<file path="config.mk">
export PLATFORM = sky130hd
export DESIGN_NAME = booth_seq_ctrl
export DESIGN_NICKNAME = d
export VERILOG_FILES = /design/src/rtl/booth_pkg.sv /design/src/rtl/booth_recode.sv /design/src/rtl/booth_seq_ctrl.sv
export SDC_FILE = /design/constraint.sdc
export NUM_CORES = 1
export LEC_CHECK = 0
export CAP_MARGIN = 20
export CORE_AREA = 5 5 42 44
export CTS_CLUSTER_SIZE = 20
export DETAILED_ROUTE_END_ITERATION = 8
export DIE_AREA = 0 0 47 49
export SETUP_SLACK_MARGIN = 0.3
export SLEW_MARGIN = 15
export SYNTH_ARGS = -nofsm -noshare
export SYNTH_HDL_FRONTEND = slang
export SYNTH_SLANG_ARGS = --single-unit
</file>
<file path="constraint.sdc">
create_clock -name i_clk -period 3.56 [get_ports i_clk]
set_clock_uncertainty 0.05 [all_clocks]
set_input_delay 1.068 -clock i_clk [delete_from_list [all_inputs] [get_ports i_clk]]
set_output_delay 1.068 -clock i_clk [all_outputs]
set_load 0.03 [all_outputs]
</file>
<file path="src/rtl/booth_pkg.sv">
// rtl/booth_pkg.sv - shared types and constants for the radix-4 Booth sequencer
package booth_pkg;

   typedef enum logic [2:0] {
      IDLE  = 3'd0,
      LOAD  = 3'd1,
      EVAL  = 3'd2,
      SHIFT = 3'd3,
      DONE  = 3'd4
   } booth_state_t;

   localparam logic [1:0] OP_ZERO = 2'b00;
   localparam logic [1:0] OP_M    = 2'b01;
   localparam logic [1:0] OP_2M   = 2'b10;

   localparam booth_state_t RST_STATE  = IDLE;
   localparam logic [1:0]   RST_OP_SEL = OP_ZERO;
   localparam logic         RST_OP_NEG = 1'b0;

endpackage

</file>
<file path="src/rtl/booth_recode.sv">
// rtl/booth_recode.sv - radix-4 Booth triplet {Q1,Q0,q-1} to {op_sel, op_neg}
module booth_recode
   import booth_pkg::*;
(
   input  logic [2:0] i_bits,
   output logic [1:0] o_op_sel,
   output logic       o_op_neg
);

   always_comb begin
      o_op_sel = RST_OP_SEL;
      o_op_neg = RST_OP_NEG;
      case (i_bits)
         3'b001, 3'b010: o_op_sel = OP_M;
         3'b011:         o_op_sel = OP_2M;
         3'b100: begin
            o_op_sel = OP_2M;
            o_op_neg = 1'b1;
         end
         3'b101, 3'b110: begin
            o_op_sel = OP_M;
            o_op_neg = 1'b1;
         end
         default: begin
            o_op_sel = OP_ZERO;
            o_op_neg = 1'b0;
         end
      endcase
   end

endmodule

</file>
<file path="src/rtl/booth_seq_ctrl.sv">
// rtl/booth_seq_ctrl.sv - sequencing FSM for the radix-4 Booth multiplier datapath
// Optional BOOTH_SKIP_ZERO_EN: zero-multiple iterations shift in EVAL and skip SHIFT.
module booth_seq_ctrl
   import booth_pkg::*;
#(
   parameter int N     = 8,
   parameter int CNT_W = $clog2(N/2) + 1
) (
   input  logic             i_clk,
   input  logic             i_rst,
   input  logic             i_start,
   input  logic [2:0]       i_booth_bits,
   output logic             o_load,
   output logic             o_shift,
   output logic             o_add_en,
   output logic [1:0]       o_op_sel,
   output logic             o_op_neg,
   output logic             o_busy,
   output logic             o_done,
   output logic [CNT_W-1:0] o_iter
);

   localparam logic [CNT_W-1:0] LAST_ITER = CNT_W'(N/2 - 1);

   booth_state_t     r_state;
   booth_state_t     w_next;
   logic [CNT_W-1:0] r_iter;
   logic             w_iter_clr;
   logic             w_iter_inc;
   logic             w_last;
   logic [1:0]       w_rc_sel;
   logic             w_rc_neg;

   booth_recode u_recode (
      .i_bits   (i_booth_bits),
      .o_op_sel (w_rc_sel),
      .o_op_neg (w_rc_neg)
   );

   assign w_last = (r_iter == LAST_ITER);

   always_ff @(posedge i_clk) begin
      if (i_rst) begin
         r_state <= RST_STATE;
         r_iter  <= '0;
      end else begin
         r_state <= w_next;
         if (w_iter_clr)
            r_iter <= '0;
         else if (w_iter_inc)
            r_iter <= r_iter + CNT_W'(1);
      end
   end

   always_comb begin
      w_next     = r_state;
      w_iter_clr = 1'b0;
      w_iter_inc = 1'b0;
      o_load     = 1'b0;
      o_shift    = 1'b0;
      o_add_en   = 1'b0;
      o_done     = 1'b0;
      o_op_sel   = RST_OP_SEL;
      o_op_neg   = RST_OP_NEG;
      case (r_state)
         IDLE: begin
            if (i_start)
               w_next = LOAD;
         end
         LOAD: begin
            o_load     = 1'b1;
            w_iter_clr = 1'b1;
            w_next     = EVAL;
         end
         EVAL: begin
            o_op_sel = w_rc_sel;
            o_op_neg = w_rc_neg;
            o_add_en = (w_rc_sel != OP_ZERO);
            w_next   = SHIFT;
`ifdef BOOTH_SKIP_ZERO_EN
            // Nothing to accumulate: fold the shift into this cycle.
            if (w_rc_sel == OP_ZERO) begin
               o_shift    = 1'b1;
               w_iter_inc = 1'b1;
               w_next     = w_last ? DONE : EVAL;
            end
`endif
         end
         SHIFT: begin
            o_shift    = 1'b1;
            w_iter_inc = 1'b1;
            w_next     = w_last ? DONE : EVAL;
         end
         DONE: begin
            o_done = 1'b1;
            w_next = IDLE;
         end
         default: w_next = IDLE;
      endcase
   end

   assign o_busy = (r_state != IDLE);
   assign o_iter = r_iter;

endmodule

</file>
==> impl_results.md, run 1 <==
* Post-Synth Simple-Gate Area at between 30% and 40%
* Yosys warns at 0
* Die Y at 49 µm
* Leak Pwr at 0.207 nW
* Tmin final at ~3.1 ns
* Iter 0 DRT Violations at 7
* Yosys reg bits at 6
* Die W at 47 µm
* Via density at 4.61
* Clk_lat worst skew at between 0.2 and 0.25 ns
* Main combinational cell family by area after synthesis: simple AND/OR/NAND/NOR gates
* Row cnt at 14
* Hold Crit Class: flop to flop
* Largest net degree at the start of global routing at 14
* GP Congestion at between 0.7 and 0.8
* Clock root buffer: clkbuf_4
* Worst rel slew slack at between 70 and 80%
* CTS Buffer Depth at 2
* Status: completed
* Synthesized cell area at between 300 and 400 µm²
* Clk pin slew, worst setup/hold paths at around 0.040 ns
* CP Capture Type: output pin
* Count of final setup violators at 0
* Sequential cell area fraction in the yosys report at a little over a third
* Nets at 73
* WS Path Type: input port to output pin
* Grt met2 use at approximately a tenth
* Layout area overhead at 54.9%
* Cts bufs inserted at 3
* Met3 usage at approximately 5.5%
* H-tree depth at 1
* Slew @ Worst Pin at 0.381 ns
* Pwr dens at around 340 mW/mm²
* Busiest grt layer: met1
* CTS Sinks at 6
* Avg WL per Cell at around 10 µm
* Max Slew Vio Count at 0
* Initial Util at between 20% and 30%
* Post-Synth Adder-Cell Area at around 7.5%
* Port Buffer Count at 16
* Total track usage at 8.26%
* Residual DRC at 0
* CTS tree: yes
* Avg Inst Size Synth at 7.45 µm²
* Critical Path RT at 2.44 ns
* First-pass GRT wire length at approximately 1300 µm
* Setup TNS at 0 ns
* Maximum vdd drop at around 0.19 mV
* Share of cells above drive strength 1 at 12.7%
* RSZ-0062 raised after global routing: no
* Synth Area in XOR/XNOR at approximately 2.6%
* Vias in the first global route at around 320
* Fmax achieved at ~320 MHz
* Post-DRT Antenna Nets at 0
* Initial antenna violation count at 0
* CTS Hold Bufs at 0
* Diode count at 0
* Count of final hold-check violations at 0
* Worst-path maximum fanout at 5
* Tot Pwr at about 0.00018 W
* Final WL at about 820 µm
* Global route overflow at 0
* Distinct cells, synth at 20
* Cells after Synth at 45
* # fillers at 157
* Worst EP arrival at approximately 2.0 ns
* 1st-pass router iterations at 4
* Final worst path period share at roughly nine tenths
* Core area at around 0.0014 mm²
* Met1 Resource Use GR at ~11%
* Maxcap violations at 0
* Syn nets at 53
* Number of I/O pins at 17
* HPWL after detailed placement at slightly above 600 µm
* Mux cell area share after synthesis at 0%
* Vias at between 300 and 400
* Synth Area in Compound Gates at between 10% and 20%
* Startpoint types: input port
* Die footprint at between 0.002 and 0.0025 mm²
synth_stat cells:
| cell type | n | area (µm²) |
|---|---|---|
| nand3b_1 | 2 | 15.0 |
| a31oi_1 | 2 | 12.5 |
| nor3_1 | 1 | 5.00 |
| nor3b_1 | 1 | 7.51 |
| o311ai_0 | 1 | 8.76 |
| and2_1 | 1 | 6.26 |
| buf_2 | 1 | 5.00 |
| a21oi_1 | 4 | 20.0 |
| xnor2_1 | 1 | 8.76 |
| nand3_1 | 1 | 5.00 |
| nand2b_1 | 1 | 6.26 |
| dfxtp_1 | 6 | 120 |
| inv_1 | 1 | 3.75 |
| nor2_1 | 7 | 26.3 |
| nand2_1 | 8 | 30.0 |
| ha_1 | 2 | 25.0 |
| o21ai_0 | 2 | 10.0 |
| or2_2 | 1 | 6.26 |
| or3_1 | 1 | 6.26 |
| and2b_1 | 1 | 7.51 |
worst paths after layout:
path,from,to,slack (ns),cells past startpoint
worst min-delay path,o_iter[2],o_iter[2],0.42,2
worst max register to register,o_iter[0],o_iter[2],2.37,4
worst min register to register,o_iter[2],o_iter[2],0.42,2
worst max-delay path,i_booth_bits[1],o_op_sel[1],0.41,5
state kept, by name, summed over array words and instances (netlist names):
register	count
o_iter	3
r_state	3
stage by stage:
stage / hold WS (ns) / instances / util [%] / worst slack, ns / cell area, µm²
CTS: 0.426 / 79 / 37.1 / 0.416 / 519
finish: 0.425 / 79 / 37.1 / 0.412 / 519
detailed placement: 0.419 / 76 / 35.7 / 0.148 / 500
global route: 0.437 / 79 / 37.1 / 0.330 / 519
floorplan: 0.428 / 45 / - / 0.577 / 335
global placement: 0.415 / 76 / 35.7 / 0.181 / 500
critical path: stages:
cell	delay, ns
dlygate4sd2_1	0.29
nand2_1	0.09
or2_2	0.27
a21oi_1	0.13
buf_4	0.18
cells in the final DEF (no fill, tap or decap):
cell	count
clkdlybuf4s50_1	9
nand2_1	8
nor2_1	7
dfxtp_1	6
a21oi_1	4
buf_4	4
clkbuf_4	3
dlygate4sd2_1	3
a31oi_1	2
o21ai_0	2
nand3b_1	2
ha_1	2
and2b_1	1
and2_1	1
or3_1	1
xnor2_1	1
inv_1	1
nand2b_1	1
nor3b_1	1
or2_2	1
o311ai_0	1
nor3_1	1
nand3_1	1
final cells by class:
cell class	count	area [µm²]	area share, %
clock buffers	3	22.5	4.34
repair buffers	16	146	28.2
multi-input cells	37	206	39.8
flip-flops and latches	6	120	23.1
well taps	16	20.0	3.86
inverters	1	3.75	0.723
repair_timing:
item | CTS | global route
endpoints found under the hold margin | 0 | 0
buffers inserted | 0 | 0
setup endpoints to repair | 2 | 0
gates resized for setup | 3 | 0
layer usage:
metal / routed length, µm / share of wire [%]
met1: 377 / 46
met2: 366 / 45
met3: 57 / 7.0
met4: 14 / 1.7
met5: 0 / 0
cells by family (layout without fill, tap and decap cells):
family | after synthesis | after routing
xor gates and xnor gates | 1 | 1
adders and majority gates | 2 | 2
buffers and inverters | 2 | 20
AOI/OAI and AO/OA | 9 | 9
and+or+nand+nor | 25 | 25
DFF | 6 | 6
power by group:
group / switching (W) / total [W] / internal [W]
logic: 0.0000233 / 0.0000405 / 0.0000172
clock network: 0.0000232 / 0.0000613 / 0.0000380
registers: 0.00000464 / 0.0000744 / 0.0000698
Power figures use the tool's default switching activity.
==> run 2: changes to the inputs <==
REMOVE_ABC_BUFFERS = 1   (was not set)
clock period = 3.4 ns   (was 3.56 ns; I/O delays follow)
==> run 2 against run 1 <==
Against the previous run:
- global-route usage down 0.15 points
- hold slack lost 0.011 ns
- largest cell class unchanged
- first-iteration DRC count is 43% lower
- non-clock buffer count unchanged
- cell area is the same
- power rose by 4.0%
- routed wire length down 3.3%
- die area unchanged
- largest power group unchanged
- critical path depth unchanged
- sequential share of layout area did not move
- critical path type unchanged
- flip-flop and latch count is the same
==> impl_results.md, run 2 (same netlist as run 1, synthesis figures left out) <==
* Slew @ Worst Pin at 0.386 ns (was 0.381 ns)
* Final worst path period share at between 80% and 90%
* Sw frac at 28.7% (was 29.1%)
* Combinational fraction of design power at 23.0% (about the same)
* Diode count at 0 (unchanged)
* Vias at 367 (was 364)
* Clock root buffer: clkbuf_4 (unchanged)
* WS Path Type: input port to output pin (unchanged)
* Nets at 73 (unchanged)
* Maxcap violations at 0 (unchanged)
* Net Sw Power at 0.0000525 W (was 0.0000512 W)
* Clk_lat worst skew at 0.24 ns (about the same)
* Commonest non-fill, non-tap cells in the layout: 9 x clkdlybuf4s50_1, 8 x nand2_1, 7 x nor2_1 (unchanged)
* Setup TNS at 0 ns (unchanged)
* Resized cells post-CTS at 3 (unchanged)
* Met2 wire len at 385 µm (was 366 µm)
* Flop pwr share at 42.5% (was 42.2%)
* Critical Path RT at 2.33 ns (was 2.44 ns)
* Clock power frac at 34.5% (was 34.8%)
* Total track usage at 8.10% (was 8.26%)
* Status: completed (unchanged)
* Postcts setup bufs at 0 (unchanged)
* # fillers at 157 (unchanged)
* RSZ-0062 raised after global routing: no (unchanged)
* M1 WL at 335 µm (was 377 µm)
* Core area at 0.00140 mm² (unchanged)
* Hold depth at 2 (unchanged)
* Layout area overhead at 54.9% (unchanged)
* Min-delay src: o_iter[2] (unchanged)
* CP Capture Type: output pin (unchanged)
* Min-Delay Endpoint: o_iter[2] (unchanged)
* CTS Sinks at 6 (unchanged)
* Final WL at 788 µm (was 815 µm)
* CTS tree: yes (unchanged)
* 1st-pass router iterations at 3 (was 4)
* Clk pin slew, worst setup/hold paths at 0.04 ns (about the same)
* WL met3 at 67 µm (was 57 µm)
* Vias in the first global route at 386 (was 323)
* Top sig layer: met3 (was met4)
* Largest net degree at the start of global routing at 14 (unchanged)
* Iter 0 DRT Violations at 4 (was 7)
* Global route overflow at 0 (unchanged)
* Initial Util at 23.9% (unchanged)
* Worst rel slew slack at 74.2% (was 74.6%)
* Maximum vdd drop at 0.142 mV (was 0.190 mV)
* Tot Pwr at 0.000183 W (was 0.000176 W)
* Die footprint at 0.00230 mm² (unchanged)
* Number of I/O pins at 17 (unchanged)
* Row cnt at 14 (unchanged)
* First-pass GRT wire length at 1410 µm (was 1350 µm)
* Count of final hold-check violations at 0 (unchanged)
* FF-to-FF Start: o_iter[0] (unchanged)
* Port Buffer Count at 16 (unchanged)
* Reg2reg end: o_iter[2] (unchanged)
* Initial antenna violation count at 0 (unchanged)
* Fmax achieved at 329 MHz
* CTS Buffer Depth at 2 (unchanged)
* Share of cells above drive strength 1 at 12.7% (unchanged)
* Cts bufs inserted at 3 (unchanged)
* HPWL after detailed placement at 618 µm (was 617 µm)
* Startpoint types: input port (unchanged)
* R2R Setup Slk at 2.21 ns (was 2.37 ns)
* Leak Pwr at 0.207 nW (unchanged)
* Commonest non-fill, non-tap cell in the layout: clkdlybuf4s50_1 (unchanged)
* Cell Int Power at 0.000131 W (was 0.000125 W)
* Max Slew Vio Count at 0 (unchanged)
* Residual DRC at 0 (unchanged)
* Pwr dens at 353 mW/mm² (was 339 mW/mm²)
* Die Y at 49 µm (unchanged)
* Hold Crit Class: flop to flop (unchanged)
* GP Congestion at 0.653 (was 0.730)
* Worst-path maximum fanout at 5 (unchanged)
* H-tree depth at 1 (unchanged)
* Via density at 4.65 (was 4.61)
* CTS Hold Bufs at 0 (unchanged)
* Reg2Reg Depth at 4 (unchanged)
* Count of final setup violators at 0 (unchanged)
* Die W at 47 µm (unchanged)
* Worst EP arrival at 1.97 ns (was 2.03 ns)
* Post-DRT Antenna Nets at 0 (unchanged)
* Tmin final at roughly 3 ns
* Avg WL per Cell at 9.97 µm (was 10.3 µm)
-- run 2: cell counts in the layout (fill, tap and decap cells not counted) --
Identical to the previous run, type by type.
-- run 2: per-stage QoR --
step,std cells,instance area [µm²],util [%],worst slack [ns],hold WS [ns]
after global placement,76,500,35.7,0.119,0.409
final,79,519,37.1,0.358,0.414
after global routing,79,519,37.1,0.304,0.450
after floorplan,44,330,-,0.513,0.428
after detailed placement,76,500,35.7,0.0872,0.410
after CTS,79,519,37.1,0.348,0.417
-- run 2: power groups by stage --
stage	Clock, W	Sequential, W	Combinational (W)
floorplan	0	0.0000787	0.0000228
global placement	0	0.0000792	0.0000434
detailed placement	0	0.0000792	0.0000438
CTS	0.0000651	0.0000779	0.0000426
global route	0.0000693	0.0000785	0.0000462
finish	0.0000632	0.0000779	0.0000421
-- run 2: worst max path at each step --
stage | slack [ns] | start | to | cells after the start
after floorplan | 0.51 | i_booth_bits[0] | o_op_sel[1] | 3
after global placement | 0.12 | i_booth_bits[1] | o_op_sel[1] | 5
after detailed placement | 0.09 | i_booth_bits[0] | o_op_sel[1] | 5
after CTS | 0.35 | i_booth_bits[0] | o_op_sel[1] | 5
after global routing | 0.30 | i_booth_bits[0] | o_op_sel[1] | 5
final | 0.36 | i_booth_bits[0] | o_op_sel[1] | 5
-- run 2: final cells by class --
class                      count  area [µm²]  share of cell area (%)
multi-input combinational     37         206                    39.8
clock buffer                   3        22.5                    4.34
inverter                       1        3.75                   0.723
tap                           16        20.0                    3.86
timing repair buffer          16         146                    28.2
sequential                     6         120                    23.1
-- run 2: critical path, cell delays in order --
cell           delay [ns]
dlygate4sd2_1        0.28
nand2_1              0.09
or2_2                0.28
a21oi_1              0.13
buf_4                0.17
-- run 2: per-layer routing --
layer / global-route usage, % / up-vias
li1: - / 192
met1: 9.03 / 163
met2: 12.2 / 12
met3: 2.95 / 0
met4: 5.53 / 0
met5: 0 / -
==> run 3: changes to the inputs <==
PLACE_DENSITY = 0.55   (was not set)
==> run 3 against run 2 <==
Against the previous run:
- global-route usage down 0.22 points
- combinational power about the same
- register-to-register slack worse by 0.03 ns
- via count up 1.9%
- first-iteration DRC count unchanged
- non-clock buffer count unchanged
- critical endpoint unchanged
- largest cell class unchanged
- largest power group unchanged
==> impl_results.md, run 3 (same netlist as run 1, synthesis figures left out) <==
* Status: completed (unchanged)
* Initial Util at 23.9% (unchanged)
* RSZ-0062 raised after global routing: no (unchanged)
* Via density at 4.73 (was 4.65)
* Clock root buffer: clkbuf_4 (unchanged)
* Layout area overhead at 55.6% (was 54.9%)
* First-pass GRT wire length at 1330 µm (was 1410 µm)
* Slew @ Worst Pin at 0.380 ns (was 0.386 ns)
* Leak Pwr at 0.206 nW (was 0.207 nW)
* Core area at 0.00140 mm² (unchanged)
* Fmax achieved at 332 MHz (was 329 MHz)
* Pre-CTS setup slack at 0.0944 ns (was 0.0872 ns)
* CTS Sinks at 6 (unchanged)
* Critical Path RT at 2.33 ns (about the same)
* Clk pin slew, worst setup/hold paths at 0.04 ns (about the same)
* Row cnt at 14 (unchanged)
* Nets at 73 (unchanged)
* HPWL after detailed placement at 649 µm (was 618 µm)
* WS Path Type: input port to output pin (unchanged)
* 1st-pass router iterations at 4 (was 3)
* Design Area, Final at 522 µm² (was 519 µm²)
* Area after DPL at 500 µm² (unchanged)
* Commonest non-fill, non-tap cell in the layout: clkdlybuf4s50_1 (unchanged)
* Share of cells above drive strength 1 at 12.7% (unchanged)
* Pwr dens at 357 mW/mm² (was 353 mW/mm²)
* Avg WL per Cell at 10.4 µm (was 9.97 µm)
* Commonest non-fill, non-tap cells in the layout: 9 x clkdlybuf4s50_1, 8 x nand2_1, 7 x nor2_1 (unchanged)
* Clk_lat worst skew at 0.24 ns (about the same)
* CP Capture Type: output pin (unchanged)
* CTS tree: yes (unchanged)
* Cts bufs inserted at 3 (unchanged)
* Vias at 374 (was 367)
* GP Congestion at 0.667 (was 0.653)
* Final worst path period share at 88.6% (was 89.5%)
* Worst rel slew slack at 74.6% (was 74.2%)
* Iter 0 DRT Violations at 4 (unchanged)
* Worst-path maximum fanout at 5 (unchanged)
* Post-DRT Antenna Nets at 0 (unchanged)
* Setup ws final at 0.388 ns (was 0.358 ns)
* Total track usage at 7.88% (was 8.10%)
* Max Slew Vio Count at 0 (unchanged)
* Global route overflow at 0 (unchanged)
* Maxcap violations at 0 (unchanged)
* Hold Crit Class: flop to flop (unchanged)
* CTS Buffer Depth at 2 (unchanged)
* Count of final setup violators at 0 (unchanged)
* Die footprint at 0.00230 mm² (unchanged)
* Die W at 47 µm (unchanged)
* Port Buffer Count at 16 (unchanged)
* Tmin final at 3.01 ns (was 3.04 ns)
* Maximum vdd drop at 0.129 mV (was 0.142 mV)
* Number of I/O pins at 17 (unchanged)
* Largest net degree at the start of global routing at 14 (unchanged)
* Count of final hold-check violations at 0 (unchanged)
* Startpoint types: input port (unchanged)
* Diode count at 0 (unchanged)
* Worst EP arrival at 1.94 ns (was 1.97 ns)
* H-tree depth at 1 (unchanged)
* Fin util at 37.2% (was 37.1%)
* Vias in the first global route at 327 (was 386)
* Setup TNS at 0 ns (unchanged)
* Final WL at 824 µm (was 788 µm)
* Worst hold slack at 0.420 ns (was 0.414 ns)
* Initial antenna violation count at 0 (unchanged)
* Residual DRC at 0 (unchanged)
* Die Y at 49 µm (unchanged)
## run 3: cell types whose count changed in the layout (fill, tap and decap cells not counted), sizes merged
cell           change
clkdlybuf4s15      +2
dlygate4sd2        -2
## run 3: path summary, 6_finish.rpt
check                                     start     endpoint  slack (ns)  cells past startpoint
worst max-delay path            i_booth_bits[0]  o_op_sel[1]        0.39                      5
worst min register to register        o_iter[1]    o_iter[1]        0.42                      2
worst max register to register        o_iter[0]    o_iter[2]        2.18                      4
worst min-delay path                  o_iter[1]    o_iter[1]        0.42                      2
## run 3: cell type report
type	count	area (µm²)
clock buffers	3	22.5
fillers	166	880
inverters	1	3.75
multi-input cells	37	206
flip-flops and latches	6	120
well taps	16	20.0
repair buffers	16	149
## run 3: timing repair
action / CTS / global route
hold buffers: 0 / 0
gates resized for setup: 3 / 2
setup buffers: 0 / 0
endpoints found under the hold margin: 0 / 0
endpoints found under the setup margin: 2 / 1
## run 3: power breakdown
part | total (W) | internal (W) | switching [W] | leakage, nW
Combinational | 0.0000423 | 0.0000182 | 0.0000241 | 0.143
Sequential | 0.0000780 | 0.0000730 | 0.00000503 | 0.0488
Clock | 0.0000662 | 0.0000400 | 0.0000262 | 0.0138
## run 3: per-layer routing
layer	share of wire (%)	global-route usage [%]	vias to the layer above
met1	43	8.99	167
met4	2.1	2.76	0
li1	-	-	191
met2	45	11.3	14
met3	9.5	5.54	2
met5	0	0	-
## run 3: worst max-delay path, stage by stage
cell	delay, ns
clkdlybuf4s15_1	0.26
nand2_1	0.09
or2_2	0.27
a21oi_1	0.13
buf_4	0.18
## run 3: per-stage QoR
step                      std cells  power [W]
after floorplan                  44   0.000102
after global placement           76   0.000123
after detailed placement         76   0.000123
after CTS                        79   0.000191
after global routing             79   0.000201
final                            79   0.000186
